**src/rtl/mem_access_unit_pkg.sv**
```systemverilog
// mem_access_unit_pkg
//   Shared definitions for the data-memory access unit: the access-length
//   encodings driven by the decoder (accessMemLen) and an alignment helper.
//   No ports.
package mem_access_unit_pkg;

  // Access-length encodings on accessMemLen.
  localparam logic [1:0] MEM_LEN_B    = 2'd0;
  localparam logic [1:0] MEM_LEN_H    = 2'd1;
  localparam logic [1:0] MEM_LEN_W    = 2'd2;
  localparam logic [1:0] MEM_LEN_RSVD = 2'd3;

  // True when an access of length len at byte offset off is legal.
  // The reserved length is never legal, so it takes the address-error path.
  function automatic logic access_aligned(input logic [1:0] len, input logic [1:0] off);
    logic ok;
    case (len)
      MEM_LEN_B: ok = 1'b1;
      MEM_LEN_H: ok = ~off[0];
      MEM_LEN_W: ok = (off == 2'b00);
      default:   ok = 1'b0;
    endcase
    return ok;
  endfunction

endpackage

```
**src/rtl/mem_lane_align.sv**
```systemverilog
// mem_lane_align
//   Purely combinational little-endian byte-lane steering for a 32-bit bus.
//   Stores: produces byte enables and lane-replicated write data.
//   Loads:  extracts the byte/halfword at the given offset and sign- or
//           zero-extends it; words pass through unchanged.
// Ports:
//   offset_i     [1:0]  byte offset within the word (addr[1:0])
//   len_i        [1:0]  access length (MEM_LEN_*)
//   signed_i            sign-extend loaded byte/halfword
//   store_data_i [31:0] right-justified store data
//   bus_rdata_i  [31:0] raw word read from the bus
//   be_o         [3:0]  byte enables (bit n covers bits 8n+7:8n)
//   wdata_o      [31:0] steered store data
//   rdata_o      [31:0] extended load data
module mem_lane_align
  import mem_access_unit_pkg::*;
(
  input  logic [1:0]  offset_i,
  input  logic [1:0]  len_i,
  input  logic        signed_i,
  input  logic [31:0] store_data_i,
  input  logic [31:0] bus_rdata_i,
  output logic [3:0]  be_o,
  output logic [31:0] wdata_o,
  output logic [31:0] rdata_o
);

  logic [7:0]  byte_sel;
  logic [15:0] half_sel;

  always_comb begin
    byte_sel = 8'h00;
    case (offset_i)
      2'd0: byte_sel = bus_rdata_i[7:0];
      2'd1: byte_sel = bus_rdata_i[15:8];
      2'd2: byte_sel = bus_rdata_i[23:16];
      2'd3: byte_sel = bus_rdata_i[31:24];
      default: byte_sel = 8'h00;
    endcase
    // Halfwords are only legal at offsets 0 and 2, so offset_i[1] picks the half.
    half_sel = offset_i[1] ? bus_rdata_i[31:16] : bus_rdata_i[15:0];
  end

  always_comb begin
    be_o    = 4'b0000;
    wdata_o = 32'h0;
    rdata_o = 32'h0;
    case (len_i)
      MEM_LEN_B: begin
        be_o    = 4'b0001 << offset_i;
        // Replicating on every lane lets the slave ignore the offset entirely.
        wdata_o = {4{store_data_i[7:0]}};
        rdata_o = {{24{signed_i & byte_sel[7]}}, byte_sel};
      end
      MEM_LEN_H: begin
        be_o    = 4'b0011 << offset_i;
        wdata_o = {2{store_data_i[15:0]}};
        rdata_o = {{16{signed_i & half_sel[15]}}, half_sel};
      end
      MEM_LEN_W: begin
        be_o    = 4'b1111;
        wdata_o = store_data_i;
        rdata_o = bus_rdata_i;
      end
      MEM_LEN_RSVD: begin
        be_o    = 4'b0000;
        wdata_o = 32'h0;
        rdata_o = 32'h0;
      end
      default: begin
        be_o    = 4'b0000;
        wdata_o = 32'h0;
        rdata_o = 32'h0;
      end
    endcase
  end

endmodule

```
**src/rtl/mem_access_unit.sv**
```systemverilog
// mem_access_unit
//   Memory-stage load/store responder. Accepts one request per start in IDLE,
//   checks alignment, drives a req/ack data bus with steered lanes, and
//   returns extended load data or an address/bus error with a done pulse.
//   All outputs are registered.
// Parameters:
//   TIMEOUT  bus cycles (>= 1) to wait for bus_ack before flagging busErr
// Ports:
//   clk, rst                   clock, synchronous active-high reset
//   start                      request strobe (sampled only in IDLE)
//   readMem, writeMem          load / store request (store wins if both)
//   accessMemLen [1:0]         B/H/W/reserved
//   memSigned                  sign-extend loads
//   addr [31:0], wdata [31:0]  byte address, right-justified store data
//   busy, done                 stall indicator, one-cycle completion pulse
//   rdata [31:0]               load result (held until the next done)
//   addrErr, busErr            error flags (held until the next done)
//   bus_req, bus_we, bus_addr, bus_be, bus_wdata   bus request side
//   bus_ack, bus_rdata                             bus response side
module mem_access_unit
  import mem_access_unit_pkg::*;
#(
  parameter int unsigned TIMEOUT = 255
) (
  input  logic        clk,
  input  logic        rst,
  input  logic        start,
  input  logic        readMem,
  input  logic        writeMem,
  input  logic [1:0]  accessMemLen,
  input  logic        memSigned,
  input  logic [31:0] addr,
  input  logic [31:0] wdata,
  output logic        busy,
  output logic        done,
  output logic [31:0] rdata,
  output logic        addrErr,
  output logic        busErr,
  output logic        bus_req,
  output logic        bus_we,
  output logic [31:0] bus_addr,
  output logic [3:0]  bus_be,
  output logic [31:0] bus_wdata,
  input  logic        bus_ack,
  input  logic [31:0] bus_rdata
);

  localparam int CNT_W = (TIMEOUT < 2) ? 1 : $clog2(TIMEOUT + 1);
  localparam logic [CNT_W-1:0] CNT_LAST = CNT_W'(TIMEOUT);

  typedef enum logic [1:0] {
    ST_IDLE = 2'd0,
    ST_BUS  = 2'd1,
    ST_DONE = 2'd2
  } state_e;

  state_e            state_q;
  logic [CNT_W-1:0]  cnt_q;
  logic [1:0]        off_q;
  logic [1:0]        len_q;
  logic              signed_q;

  logic              busy_q, done_q, addr_err_q, bus_err_q;
  logic              bus_req_q, bus_we_q;
  logic [31:0]       rdata_q, bus_addr_q, bus_wdata_q;
  logic [3:0]        bus_be_q;

  // Lane aligner is shared: in IDLE it sees the incoming request to build
  // be/wdata; in BUS it sees the latched request to extract load data.
  logic [1:0]        la_off_d, la_len_d;
  logic              la_signed_d;
  logic [3:0]        lane_be;
  logic [31:0]       lane_wdata, lane_rdata;

  always_comb begin
    la_off_d    = addr[1:0];
    la_len_d    = accessMemLen;
    la_signed_d = memSigned;
    if (state_q != ST_IDLE) begin
      la_off_d    = off_q;
      la_len_d    = len_q;
      la_signed_d = signed_q;
    end
  end

  mem_lane_align u_lane_align (
    .offset_i     (la_off_d),
    .len_i        (la_len_d),
    .signed_i     (la_signed_d),
    .store_data_i (wdata),
    .bus_rdata_i  (bus_rdata),
    .be_o         (lane_be),
    .wdata_o      (lane_wdata),
    .rdata_o      (lane_rdata)
  );

  always_ff @(posedge clk) begin
    if (rst) begin
      state_q     <= ST_IDLE;
      cnt_q       <= '0;
      off_q       <= 2'b00;
      len_q       <= MEM_LEN_B;
      signed_q    <= 1'b0;
      busy_q      <= 1'b0;
      done_q      <= 1'b0;
      addr_err_q  <= 1'b0;
      bus_err_q   <= 1'b0;
      rdata_q     <= 32'h0;
      bus_req_q   <= 1'b0;
      bus_we_q    <= 1'b0;
      bus_addr_q  <= 32'h0;
      bus_be_q    <= 4'b0000;
      bus_wdata_q <= 32'h0;
    end else begin
      done_q <= 1'b0;
      case (state_q)
        ST_IDLE: begin
          if (start && (readMem || writeMem)) begin
            busy_q <= 1'b1;
            if (!access_aligned(accessMemLen, addr[1:0])) begin
              // Rejected before touching the bus.
              state_q    <= ST_DONE;
              done_q     <= 1'b1;
              addr_err_q <= 1'b1;
              bus_err_q  <= 1'b0;
            end else begin
              state_q     <= ST_BUS;
              cnt_q       <= '0;
              off_q       <= addr[1:0];
              len_q       <= accessMemLen;
              signed_q    <= memSigned;
              bus_req_q   <= 1'b1;
              bus_we_q    <= writeMem;  // store takes priority over load
              bus_addr_q  <= {addr[31:2], 2'b00};
              bus_be_q    <= lane_be;
              bus_wdata_q <= lane_wdata;
            end
          end
        end
        ST_BUS: begin
          // Ack is checked first so an ack on the final count still completes.
          if (bus_ack) begin
            state_q    <= ST_DONE;
            bus_req_q  <= 1'b0;
            done_q     <= 1'b1;
            addr_err_q <= 1'b0;
            bus_err_q  <= 1'b0;
            if (!bus_we_q) begin
              rdata_q <= lane_rdata;
            end
          end else if (cnt_q == CNT_LAST) begin
            state_q    <= ST_DONE;
            bus_req_q  <= 1'b0;
            done_q     <= 1'b1;
            addr_err_q <= 1'b0;
            bus_err_q  <= 1'b1;
          end else begin
            cnt_q <= cnt_q + 1'b1;
          end
        end
        ST_DONE: begin
          state_q <= ST_IDLE;
          busy_q  <= 1'b0;
        end
        default: begin
          state_q   <= ST_IDLE;
          busy_q    <= 1'b0;
          bus_req_q <= 1'b0;
        end
      endcase
    end
  end

  assign busy      = busy_q;
  assign done      = done_q;
  assign rdata     = rdata_q;
  assign addrErr   = addr_err_q;
  assign busErr    = bus_err_q;
  assign bus_req   = bus_req_q;
  assign bus_we    = bus_we_q;
  assign bus_addr  = bus_addr_q;
  assign bus_be    = bus_be_q;
  assign bus_wdata = bus_wdata_q;

endmodule
```
**config.mk**
```make
export PLATFORM = sky130hd
export DESIGN_NAME = mem_access_unit
export DESIGN_NICKNAME = d
export VERILOG_FILES = /design/src/rtl/mem_access_unit_pkg.sv /design/src/rtl/mem_lane_align.sv /design/src/rtl/mem_access_unit.sv
export SDC_FILE = /design/constraint.sdc
export NUM_CORES = 1
export LEC_CHECK = 0
export ABC_AREA = 0
export CAP_MARGIN = 5
export CORE_MARGIN = 4
export CORE_UTILIZATION = 44
export DETAILED_ROUTE_END_ITERATION = 8
export PLACE_DENSITY = 0.89
export SLEW_MARGIN = 20
export SYNTH_ARGS = -nofsm -noshare
export SYNTH_HDL_FRONTEND = slang
export SYNTH_SLANG_ARGS = --single-unit
```
**constraint.sdc**
```tcl
create_clock -name clk -period 2.65 [get_ports clk]
set_clock_uncertainty 0.05 [all_clocks]
set_input_delay 0.265 -clock clk [delete_from_list [all_inputs] [get_ports clk]]
set_output_delay 0.265 -clock clk [all_outputs]
set_load 0.005 [all_outputs]
```
Word-level counts from Yosys, hierarchy flattened. Index checks and enable logic that the tools add are counted.

Equality and inequality tests: 17. Reduce and logical (&&, ||, !) cells: 16. Multiplexer cells: 42. $mul: 0. Bitwise logic cells: 6. Divide/modulo/power cells: 0. $add $sub $neg: 1. Shift-type cells: 2. Magnitude comparators: 0.

Operators with widths (number): one-hot mux 32 bit (4 select lines) (2); 2-to-1 mux 8 bit (4); one-hot mux 8 bit (4 select lines) (1); 2-to-1 mux 1 bit (19); 2-to-1 mux 16 bit (1); one-hot mux 4 bit (4 select lines) (1); one-hot mux 8 bit (2 select lines) (1); equality test 2 bit, second input constant (6); 2-to-1 mux 2 bit (6); logical NOT 2 bit (5); != test 2 bit, second input constant (5); adder 8 x 1 -> 8 bit, second input constant (1); equality test 2 x 1 -> 1 bit, second input constant (4); equality test 8 bit, second input constant (1); one-hot mux 1 bit (2 select lines) (4); AND reduction 4 bit (2); one-hot mux 1 bit (3 select lines) (2); AND reduction 3 bit (2); AND reduction 5 bit (1); NOT 1 bit (4); one-hot mux 2 bit (2 select lines) (1); AND reduction 2 bit (2); nonzero test 2 bit (2); left shift 1 x 2 -> 4 bit, first input constant (1); 5 further kinds (6).

Memories kept: 0. RAM bits: 0. Bits of input ports: 105. Register bits: 119. Bits in read-only memories: 0. Latch bits: 0.

Longest topological paths before layout. Gate-level depths: netlist of the first run.

Depth after elaboration: 8. Mapped depth: 8. Gate-level depth less buffers: 6.

Hierarchy. From an unflattened synthesis of the first run, not the netlist that was laid out.

Cells, all modules: 771. Area total of the unflattened synthesis: 5774.3 um2.

Modules (own cells, without submodules): mem_access_unit (cells an instance 548, times used 1, seq. area each 2382.3 um2, area an instance 4381.7 um2); mem_lane_align (cells an instance 223, times used 1, seq. area each 0.0 um2, area an instance 1392.6 um2).

Least setup slack after synthesis of the first run. No wires, ideal clock.

Kind: register to register. Start point: register state_q[1]. End point: register bus_wdata_q[24], in the netlist bus_wdata[24]. Stages on the path, launching flop included: 8. Setup time: 0.132 ns. Path slack: 0.735 ns. Arrival: 1.733 ns. Cell sequence: dfxtp_1 buf_6 nor2_4 mux2i_1 clkbuf_1 mux2_2 a221oi_1 nor3_1.

Cells in the longest elaborated chain, start to end: 4. Elaborated cells between the ends (all ways): 9. Classes of those cells: 3 x eq/ne; 2 x mux; 4 x reduce/logical.

Ends and longest elaborated chain: start, declared (line mem_access_unit.sv:57) `state_e state_q;`; start signal, assigned (line mem_access_unit.sv:99) `state_q <= ST_IDLE;`; start signal, assigned (line mem_access_unit.sv:122) `state_q <= ST_DONE;`; start signal, assigned (line mem_access_unit.sv:127) `state_q <= ST_BUS;`; nonzero test 2 bit (line mem_access_unit.sv:79) `if (state_q != ST_IDLE) begin`; 2-to-1 mux 2 bit (line mem_access_unit.sv:79); equality test 2 bit (tied with other cells) (line mem_lane_align.sv:48) `case (len_i)`; one-hot mux 32 bit (4 select lines) (line mem_lane_align.sv:48); end signal, assigned (line mem_access_unit.sv:136) `bus_wdata_q <= lane_wdata;`; end, declared (line mem_access_unit.sv:65) `logic [31:0] rdata_q, bus_addr_q, bus_wdata_q;`.

Parallel ways exist; a longest one is shown, timed or not. A chain may end at the register's enable or synchronous reset.

Worst setup path after layout of the first run.
Start point: register len_q[1]. End point: register rdata_q[6], in the netlist rdata[6].

Cells in the longest elaborated chain, start to end: 3. Elaborated cells between the ends (all ways): 6. Classes of those cells: 3 x eq/ne; 2 x mux; 1 x reduce/logical.

Ends and longest elaborated chain: start, declared (line mem_access_unit.sv:60) `logic [1:0] len_q;`; start signal, assigned (line mem_access_unit.sv:130) `len_q <= accessMemLen;`; 2-to-1 mux 2 bit * (line mem_access_unit.sv:79); equality test 2 bit (tied with other cells) (line mem_lane_align.sv:48); one-hot mux 32 bit (4 select lines) * (line mem_lane_align.sv:48); end signal, assigned (line mem_access_unit.sv:149) `rdata_q <= lane_rdata;`; end, declared (line mem_access_unit.sv:65).

Every way passes the cells marked *; elsewhere a longest branch is shown, timed or not.

==> metrics.cfg, run 1 <==
[run_status]
status=completed

[synth]
yosys-top-cells-count=dfxtp_1 (119), nand2_1 (93), nor2_1 (74), a21oi_1 (57)
ys_ff_latch=119
synth_flop_cell=dfxtp_1
async_reset_ff_share_pct=0
synth_cell_types=61
synth_warnings=0
netlist.area_leader.share_pct=43.58
ys_top_cells_by_area=dfxtp_1 (44%), nand2_1 (6.4%), a21oi_1 (5.2%)
syn_area_per_cell_um2=8.595
yosysMostFrequentCell=dfxtp_1
netlist.top_cell.by_area=dfxtp_1
synth_cells=636
synth-edff-count=0
syn_area_mm2=0.005466
ys_seq_area_share_pct=43.58

[worst_setup_path]
start_kind=flop
cp_max_fo=23
crit_path_max_incr_delay_ps=880
required_ps=2930
slowest_stage=o31ai_4
crit_path_start=len_q[1]
worstReg2RegStart=len_q[1]
end_kind=flop
path_class=flop to flop
crit_arrival_ps=2580
crit_chain=inv_1 > o31ai_4 > a21o_1 > a221oi_1 > a211oi_2

[place]
placed_area_mm2=0.007672
place_hpwl_um=12940
portBuffers=208
gp_congestion=0.9410
dp.cells=977

[die]
initial_core_util_pct=45.13
core_area_mm2=0.01211
die_h_um=119.5
fp.dieW_um=119.5
row_count=40
dieArea_mm2=0.01427
io_pins=211

[routing]
vias=5603
routed_wl_um=17810
ant_nets=0
wl_per_cell_um=17.70
drt-pass1-iter-count=5
drc=0
highest_layer=met4
wl_met1_um=7074
drt_iter0_drc=677
avgViaCountPerCell=5.570
wl_met3_um=1990
wl_met2_um=8150

[clock_tree]
cts.path.max_buffers=2
htreeDepth=4
clk_latency_ps=410
numCtsBuffers=17
postCtsResizedCells=0
cts_tree=built
clock-sinks=119
post_cts_buffers=0
clk_pin_slew_ps=50
cts-root-buf=clkbuf_16
hold_buffers=0

[layout]
antenna_cells=0
layout.nets=934
syn_to_final_growth_pct=49.97
fin_area_mm2=0.008198
drive_gt1_share_pct=9.666
stdcell_count=1006
nFillCells=973

[pwr]
p_leak_nw=2.908
peakVddDrop_v=0.0003992
p_per_area_mw_per_mm2=600.8
finalPower_mw=4.925

[worst_hold_path]
hp-class=primary input to flop
hold_start=rst

[timing]
fin_crit_sh_pct=86.49
max-slew-margin-rel_pct=35.15
tns_ps=0
rsz0062_at_grt=false
min_period_ps=2292
setup_viol=0
tightestPinTransition_ps=972.8
finalHoldViolations=0
slew_viol_final=0
max_freq_mhz=436.3

[global_routing]
overflow=0
grt_pass1_wl_um=27810
grt_max_degree=57
grt_usage_pct=24.64
antenna_found_initial=0
grt_pass1_vias=5517

[run]
cap_violations=0

final cells by class:
| type | count | area, um2 | area share, % |
|---|---|---|---|
| Timing Repair Buffer | 228 | 2280 | 27.81 |
| Clock buffer | 25 | 505.5 | 6.166 |
| Inverter | 2 | 7.507 | 0.09158 |
| Multi-Input combinational cell | 460 | 2793 | 34.07 |
| Clock inverter | 4 | 20.02 | 0.2442 |
| Tap cell | 168 | 210.2 | 2.564 |
| Sequential cell | 119 | 2382 | 29.06 |
logic make-up after synthesis:
family | count (synthesis) | synth area share, %
xor+xnor | 9 | 1.442
other cells | 1 | 0.06860
buf+inv | 58 | 5.745
mux | 14 | 2.609
flops | 119 | 43.58
compound gates | 189 | 25.80
simple gates | 245 | 20.53
fa+ha+maj | 1 | 0.2288
power breakdown:
group	total (mW)	switching [mW]	internal, mW
combinational	0.939	0.455	0.484
sequential	1.94	0.0574	1.88
clock	2.04	0.751	1.29
total	4.93	1.26	3.66
per-stage QoR:
step / util, % / hold slack, ps / setup slack, ps
final: 67.69 / 223.0 / 358.1
after global routing: 67.69 / 227.1 / 165.8
after detailed placement: 63.35 / 395.7 / 212.1
after floorplan: - / 351.0 / 734.9
after global placement: 63.35 / 390.6 / 252.0
after CTS: 67.69 / 202.5 / 400.5
worst max-delay path: cells and delay by family (launching register included):
family | cells | cell delay, ps
AO/OA/AOI/OAI | 4 | 1520
buffers and inverters | 1 | 200
flip-flops | 1 | 450
metal layers:
| metal | track usage, % | up-vias |
|---|---|---|
| met4 | 11.60 | 0 |
| met3 | 10.07 | 46 |
| met2 | 38.81 | 298 |
| li1 | - | 2667 |
| met5 | 0 | - |
| met1 | 29.22 | 2592 |
flip-flops by register name, summed over array words and instances (netlist names):
register	count
bus_wdata	32
done	1
bus_be	4
bus_req	1
bus_we	1
cnt_q	8
busy	1
len_q	2
signed_q	1
bus_addr	30
rdata	32
busErr	1
off_q	2
state_q	2
addrErr	1
final timing paths:
path                 end  slack, ps  cells past startpoint
max             rdata[6]        360                      5
min          bus_addr[3]        220                      2
max reg2reg     rdata[6]        360                      5
min reg2reg  bus_addr[3]        400                      2
cell usage in the layout, fill, tap and decap left out, types with 5 or more instances in the layout:
cell type / instances
a22oi_1: 8
dfxtp_1: 119
clkdlybuf4s50_1: 207
nor2_1: 74
mux2i_1: 12
nand2_1: 93
and2_1: 17
a211oi_2: 11
clkbuf_16: 17
buf_4: 17
a21oi_1: 57
a211oi_1: 28
a2bb2oi_1: 6
a221oi_1: 21
nand3_1: 7
nor3_1: 25
o21ai_1: 12
o21ai_0: 16
xor2_1: 7
clkbuf_8: 5
a222oi_1: 7
Power figures use the tool's default switching activity.
==> run 2, diff against run 1 <==
--- a/config.mk
+++ b/config.mk
@@ -10,7 +10,7 @@
 export CORE_MARGIN = 4
 export CORE_UTILIZATION = 44
 export DETAILED_ROUTE_END_ITERATION = 8
-export PLACE_DENSITY = 0.89
+export PLACE_DENSITY = 0.77
 export SLEW_MARGIN = 20
 export SYNTH_ARGS = -nofsm -noshare
 export SYNTH_HDL_FRONTEND = slang
==> run 2 against run 1 <==
Effect of this change: register-to-register slack worse by 160 ps; sequential share of layout area down 0.27 points; clock power rose by 14%; sequential power hardly changed; combinational power about the same; final area rose by 0.95%; critical endpoint is now rdata[19]; largest power group unchanged.
==> metrics.cfg, run 2 (synthesized netlist as in run 1, its figures left out) <==
[clock_tree]
clk_latency_ps=410  ; about the same
cts_tree=built
clock-sinks=119  ; unchanged
clk_pin_slew_ps=60  ; about the same
postCtsResizedCells=0  ; unchanged
numCtsBuffers=17  ; unchanged
post_cts_buffers=0  ; unchanged
htreeDepth=4  ; unchanged
cts-root-buf=clkbuf_16
cts.path.max_buffers=2  ; unchanged
hold_buffers=0  ; unchanged

[worst_setup_path]
end_kind=flop
path_class=flop to flop
crit_path_max_incr_delay_ps=730  ; -150 ps
crit_chain=or2_1 > nand3_1 > a221oi_4 > buf_4 > o21ai_0 > a211oi_1
start_kind=flop
slowest_stage=dfxtp_1
worstRegToRegCells=6  ; +1
required_ps=2910  ; -20 ps
r2r_end=rdata[19]
worstReg2RegStart=state_q[0]
critical-path-top-delay-family=flip-flops
r2r_slack_ps=200  ; -160 ps
critical_path_buf_inv_count=1  ; unchanged
crit_arrival_ps=2710  ; +130 ps
cp_max_fo=18  ; -22%

[global_routing]
antenna_found_initial=0  ; unchanged
grt_pass1_vias=5530  ; +0.24%
grt_max_degree=62  ; +8.8%
grt_usage_pct=25.15  ; +0.51 points
overflow=0  ; unchanged
grt_pass1_wl_um=28730  ; +3.3%

[worst_hold_path]
whs_endpoint=bus_addr[17]
hp-class=primary input to flop
whs_path_depth=3  ; +1
hold_start=addr[17]

[timing]
finalHoldViolations=0  ; unchanged
setup_viol=0  ; unchanged
rsz0062_at_grt=false
max_freq_mhz=408.1  ; -6.5%
slew_viol_final=0  ; unchanged
min_period_ps=2451  ; +158.8 ps
max-slew-margin-rel_pct=48.33  ; +13 points
tns_ps=0  ; unchanged
fin_crit_sh_pct=92.48  ; +6.0 points
fin_ws_ps=199.3  ; -158.8 ps
tightestPinTransition_ps=771.4  ; -201.4 ps

[layout]
post-route-util_pct=68.33  ; +0.64 points
syn_to_final_growth_pct=51.38
most-common-layout-cells=clkdlybuf4s50_1 (207), dfxtp_1 (119), nand2_1 (93), nor2_1 (74), a21oi_1 (57)
nFillCells=957  ; -1.6%
drive_gt1_share_pct=10.12  ; +0.45 points
final_common_cell=clkdlybuf4s50_1
antenna_cells=0  ; unchanged
layout.nets=933  ; -0.11%
stdcell_count=1008  ; +0.20%

[pwr]
p_leak_nw=2.927  ; +0.64%
p_per_area_mw_per_mm2=629.3  ; +4.7%
finalPower_mw=5.208  ; +5.7%
peakVddDrop_v=0.0005230  ; +31%

[run]
cap_violations=0  ; unchanged

[routing]
ant_nets=0  ; unchanged
drc=0  ; unchanged
drt-pass1-iter-count=6  ; +1
vias=5613  ; +0.18%
drt_iter0_drc=670  ; -1.0%
wl_per_cell_um=18.17  ; +2.6%
avgViaCountPerCell=5.568  ; about the same
routed_wl_um=18320  ; +2.9%

[place]
portBuffers=208  ; unchanged
dp.cells=976  ; -0.10%
place_hpwl_um=13390  ; +3.5%
gp_congestion=0.9463  ; +0.56%
pre_cts_ws_ps=178.2  ; -33.88 ps

[die]
fp.dieW_um=119.5  ; unchanged
row_count=40  ; unchanged
initial_core_util_pct=45.13  ; unchanged
die_h_um=119.5  ; unchanged
core_area_mm2=0.01211  ; unchanged
dieArea_mm2=0.01427  ; unchanged
io_pins=211  ; unchanged

[run_status]
status=completed

[run 2: cell types whose count changed in the layout (fill, tap and decap cells not counted), sizes merged]
| cell | previous run | this run |
|---|---|---|
| clkinv | 4 | 7 |
| clkbuf | 25 | 19 |
| bufinv | 0 | 3 |
| buf | 21 | 20 |
| clkinvlp | 0 | 3 |
[run 2: metrics by stage]
step	cell area, um2	hold WS, ps
final	8275	344.6
after CTS	8275	329.8
after global placement	7677	391.6
after detailed placement	7677	398.5
after global routing	8275	340.6
after floorplan	5470	351.0
[run 2: worst register-to-register path, stage by stage, from the launching register on]
cell	delay (ps)
dfxtp_1	730
or2_1	430
nand3_1	200
a221oi_4	280
buf_4	240
o21ai_0	120
a211oi_1	300
[run 2: layout make-up]
type	instances	area, um2	share of cell area (%)
Clock buffer	19	442.9	5.352
Clock inverter	13	155.1	1.875
Inverter	2	7.507	0.09072
Multi-Input combinational cell	460	2793	33.75
Sequential cell	119	2382	28.79
Tap cell	168	210.2	2.540
Timing Repair Buffer	227	2285	27.61
[run 2: worst max path at each step]
stage                         start       endpoint  slack [ps]  cells after the start
floorplan                state_q[1]  bus_wdata[24]         730                      7
global placement            addr[1]       cnt_q[1]         260                      7
detailed placement  accessMemLen[1]      rdata[29]         180                      7
CTS                      state_q[0]      rdata[19]         240                      6
global route             state_q[0]      rdata[19]          40                      6
finish                   state_q[0]      rdata[19]         200                      6
[run 2: per-layer routing]
metal	vias to the layer above	track usage, %	part of all wire [%]
met2	270	41.17	47
met3	53	8.879	9.3
met1	2629	29.74	40
met4	0	11.02	3.4
met5	-	0	0
li1	2661	-	-
[run 2: where the power goes]
part	leakage, nW	total, mW	switching [mW]	internal [mW]
Sequential	0.968	1.95	0.0634	1.88
Combinational	1.67	0.942	0.456	0.485
Clock	0.288	2.32	0.826	1.49
Total	2.93	5.21	1.35	3.86
==> run 3, diff against run 2 <==
--- a/config.mk
+++ b/config.mk
@@ -7,6 +7,7 @@
 export LEC_CHECK = 0
 export ABC_AREA = 0
 export CAP_MARGIN = 5
+export CORE_ASPECT_RATIO = 0.5
 export CORE_MARGIN = 4
 export CORE_UTILIZATION = 44
 export DETAILED_ROUTE_END_ITERATION = 8
==> run 3 against run 2 <==
Effect of this change: total power up 3.3%; global-route usage down 1.3 points; count of clock-buffer cells in the layout unchanged; combinational power fell by 0.5%; clock power increased by 8%; via count shrank 0.71%; maximum frequency increased by 3.5%; utilization grew 0.96 points; critical path type unchanged; largest power group unchanged; highest routed layer is now met5.
==> metrics.cfg, run 3 (synthesized netlist as in run 1, its figures left out) <==
[routing]
wl_per_cell_um=17.59  ; -3.2%
drc=0  ; unchanged
avgViaCountPerCell=5.534  ; -0.61%
drt_iter0_drc=632  ; -5.7%
routed_wl_um=17720  ; -3.3%
ant_nets=0  ; unchanged
vias=5573  ; -0.71%
wl_met2_um=8271  ; -4.8%
highest_layer=met5
drt-pass1-iter-count=5  ; -1
wl_met1_um=7602  ; +4.2%
wl_met3_um=1486  ; -13%

[die]
row_count=28  ; -30%
initial_core_util_pct=45.62  ; +0.49 points
io_pins=211  ; unchanged
fp.dieW_um=165.6  ; +39%
dieArea_mm2=0.01438  ; +0.76%
die_h_um=86.82  ; -27%
core_area_mm2=0.01198  ; -1.1%

[pwr]
p_per_area_mw_per_mm2=648.0  ; +3.0%
peakVddDrop_v=0.0004660  ; -11%
clockPowerShare_pct=46.5  ; +1.9 points
sw_frac_of_total_pct=26.09  ; +0.24 points
internal_power_mw=3.976  ; +3.0%
p_leak_nw=2.937  ; +0.36%
power.net_switching_mw=1.404  ; +4.3%
seqPwrFrac_pct=36.1  ; -1.3 points
p_comb_share_pct=17.4  ; -0.7 points

[timing]
fin_ws_ps=282.0  ; +82.62 ps
fin_crit_sh_pct=89.36  ; -3.1 points
max-slew-margin-rel_pct=41.99  ; -6.3 points
max_freq_mhz=422.3  ; +3.5%
min_period_ps=2368  ; -82.62 ps
tightestPinTransition_ps=866.1  ; +94.71 ps
finalHoldViolations=0  ; unchanged
tns_ps=0  ; unchanged
setup_viol=0  ; unchanged
slew_viol_final=0  ; unchanged
rsz0062_at_grt=false

[layout]
syn_to_final_growth_pct=51.87
nFillCells=963  ; +0.63%
drive_gt1_share_pct=10.33  ; +0.21 points
fin_area_mm2=0.008302  ; +0.32%
post-route-util_pct=69.29  ; +0.96 points
most-common-layout-cells=clkdlybuf4s50_1 (207), dfxtp_1 (119), nand2_1 (93), nor2_1 (74), a21oi_1 (57)
final_common_cell=clkdlybuf4s50_1
layout.nets=935  ; +0.21%
antenna_cells=0  ; unchanged

[worst_hold_path]
hp-class=primary input to flop
whs_path_depth=2  ; -1

[run]
cap_violations=0  ; unchanged

[global_routing]
grt_pass1_vias=5402  ; -2.3%
grt_max_degree=60  ; -3.2%
antenna_found_initial=1  ; +1
overflow=0  ; unchanged
grt_pass1_wl_um=27880  ; -3.0%
grt_usage_pct=23.86  ; -1.3 points

[worst_setup_path]
cp_num_cells=6  ; unchanged
path_class=flop to flop
worstRegToRegCells=6  ; unchanged
critical-path-top-delay-family=flip-flops
crit_chain=or2_1 > nand3_1 > a221oi_4 > buf_4 > o21ai_0 > a211oi_1
start_kind=flop
slowest_stage=dfxtp_1
crit_path_max_incr_delay_ps=740  ; about the same
critical_path_buf_inv_count=1  ; unchanged
required_ps=2930  ; +20 ps
cp_max_fo=18  ; unchanged
end_kind=flop
crit_arrival_ps=2640  ; -70 ps

[clock_tree]
clk_latency_ps=410  ; about the same
clock-sinks=119  ; unchanged
cts_tree=built
numCtsBuffers=17  ; unchanged
clk_pin_slew_ps=60  ; about the same
post_cts_buffers=0  ; unchanged
cts-root-buf=clkbuf_16
htreeDepth=4  ; unchanged
cts.path.max_buffers=2  ; unchanged
postCtsResizedCells=0  ; unchanged
hold_buffers=0  ; unchanged

[place]
gp_congestion=0.9000  ; -4.9%
pre_cts_ws_ps=159.7  ; -18.50 ps
portBuffers=208  ; unchanged
place_hpwl_um=12410  ; -7.3%
placed_area_mm2=0.007664  ; -0.18%

[run_status]
status=completed

[run 3: cell types whose count changed in the layout (fill, tap and decap cells not counted), sizes merged]
cell and change:
buf +2, clkinv -3, inv +2, bufinv +1
[run 3: final timing paths]
check,end,slack (ps),from
setup / recovery,rdata[16],280,state_q[0]
hold / removal,state_q[0],320,rst
setup reg to reg,rdata[16],280,state_q[0]
hold reg to reg,bus_addr[17],400,bus_addr[17]
[run 3: power by group through the flow]
| stage | clock, mW | sequential (mW) | combinational [mW] |
|---|---|---|---|
| CTS | 2.53 | 1.94 | 0.934 |
| floorplan | 0 | 1.97 | 0.467 |
| detailed placement | 0 | 1.98 | 0.924 |
| global route | 2.63 | 1.95 | 1.01 |
| finish | 2.50 | 1.94 | 0.937 |
| global placement | 0 | 1.98 | 0.916 |
[run 3: stage by stage]
stage | instances | hold slack, ps | total power [mW]
finish | 1007 | 322.4 | 5.380
CTS | 1007 | 327.0 | 5.401
global placement | 975 | 390.4 | 2.892
floorplan | 637 | 351.0 | 2.438
detailed placement | 975 | 397.4 | 2.903
global route | 1007 | 338.2 | 5.597
[run 3: area by class of cell]
type	count	area [um2]	area share [%]
multi-input combinational	460	2793	33.64
sequential	119	2382	28.70
timing repair buffer	229	2275	27.40
clock buffer	19	442.9	5.335
tap	165	206.4	2.487
clock inverter	13	195.2	2.351
inverter	2	7.507	0.09043
[run 3: routing by layer]
metal | track usage [%] | vias to the layer above
li1 | - | 2669
met1 | 29.35 | 2648
met2 | 39.68 | 221
met3 | 8.702 | 33
met4 | 7.410 | 2
met5 | 0 | -
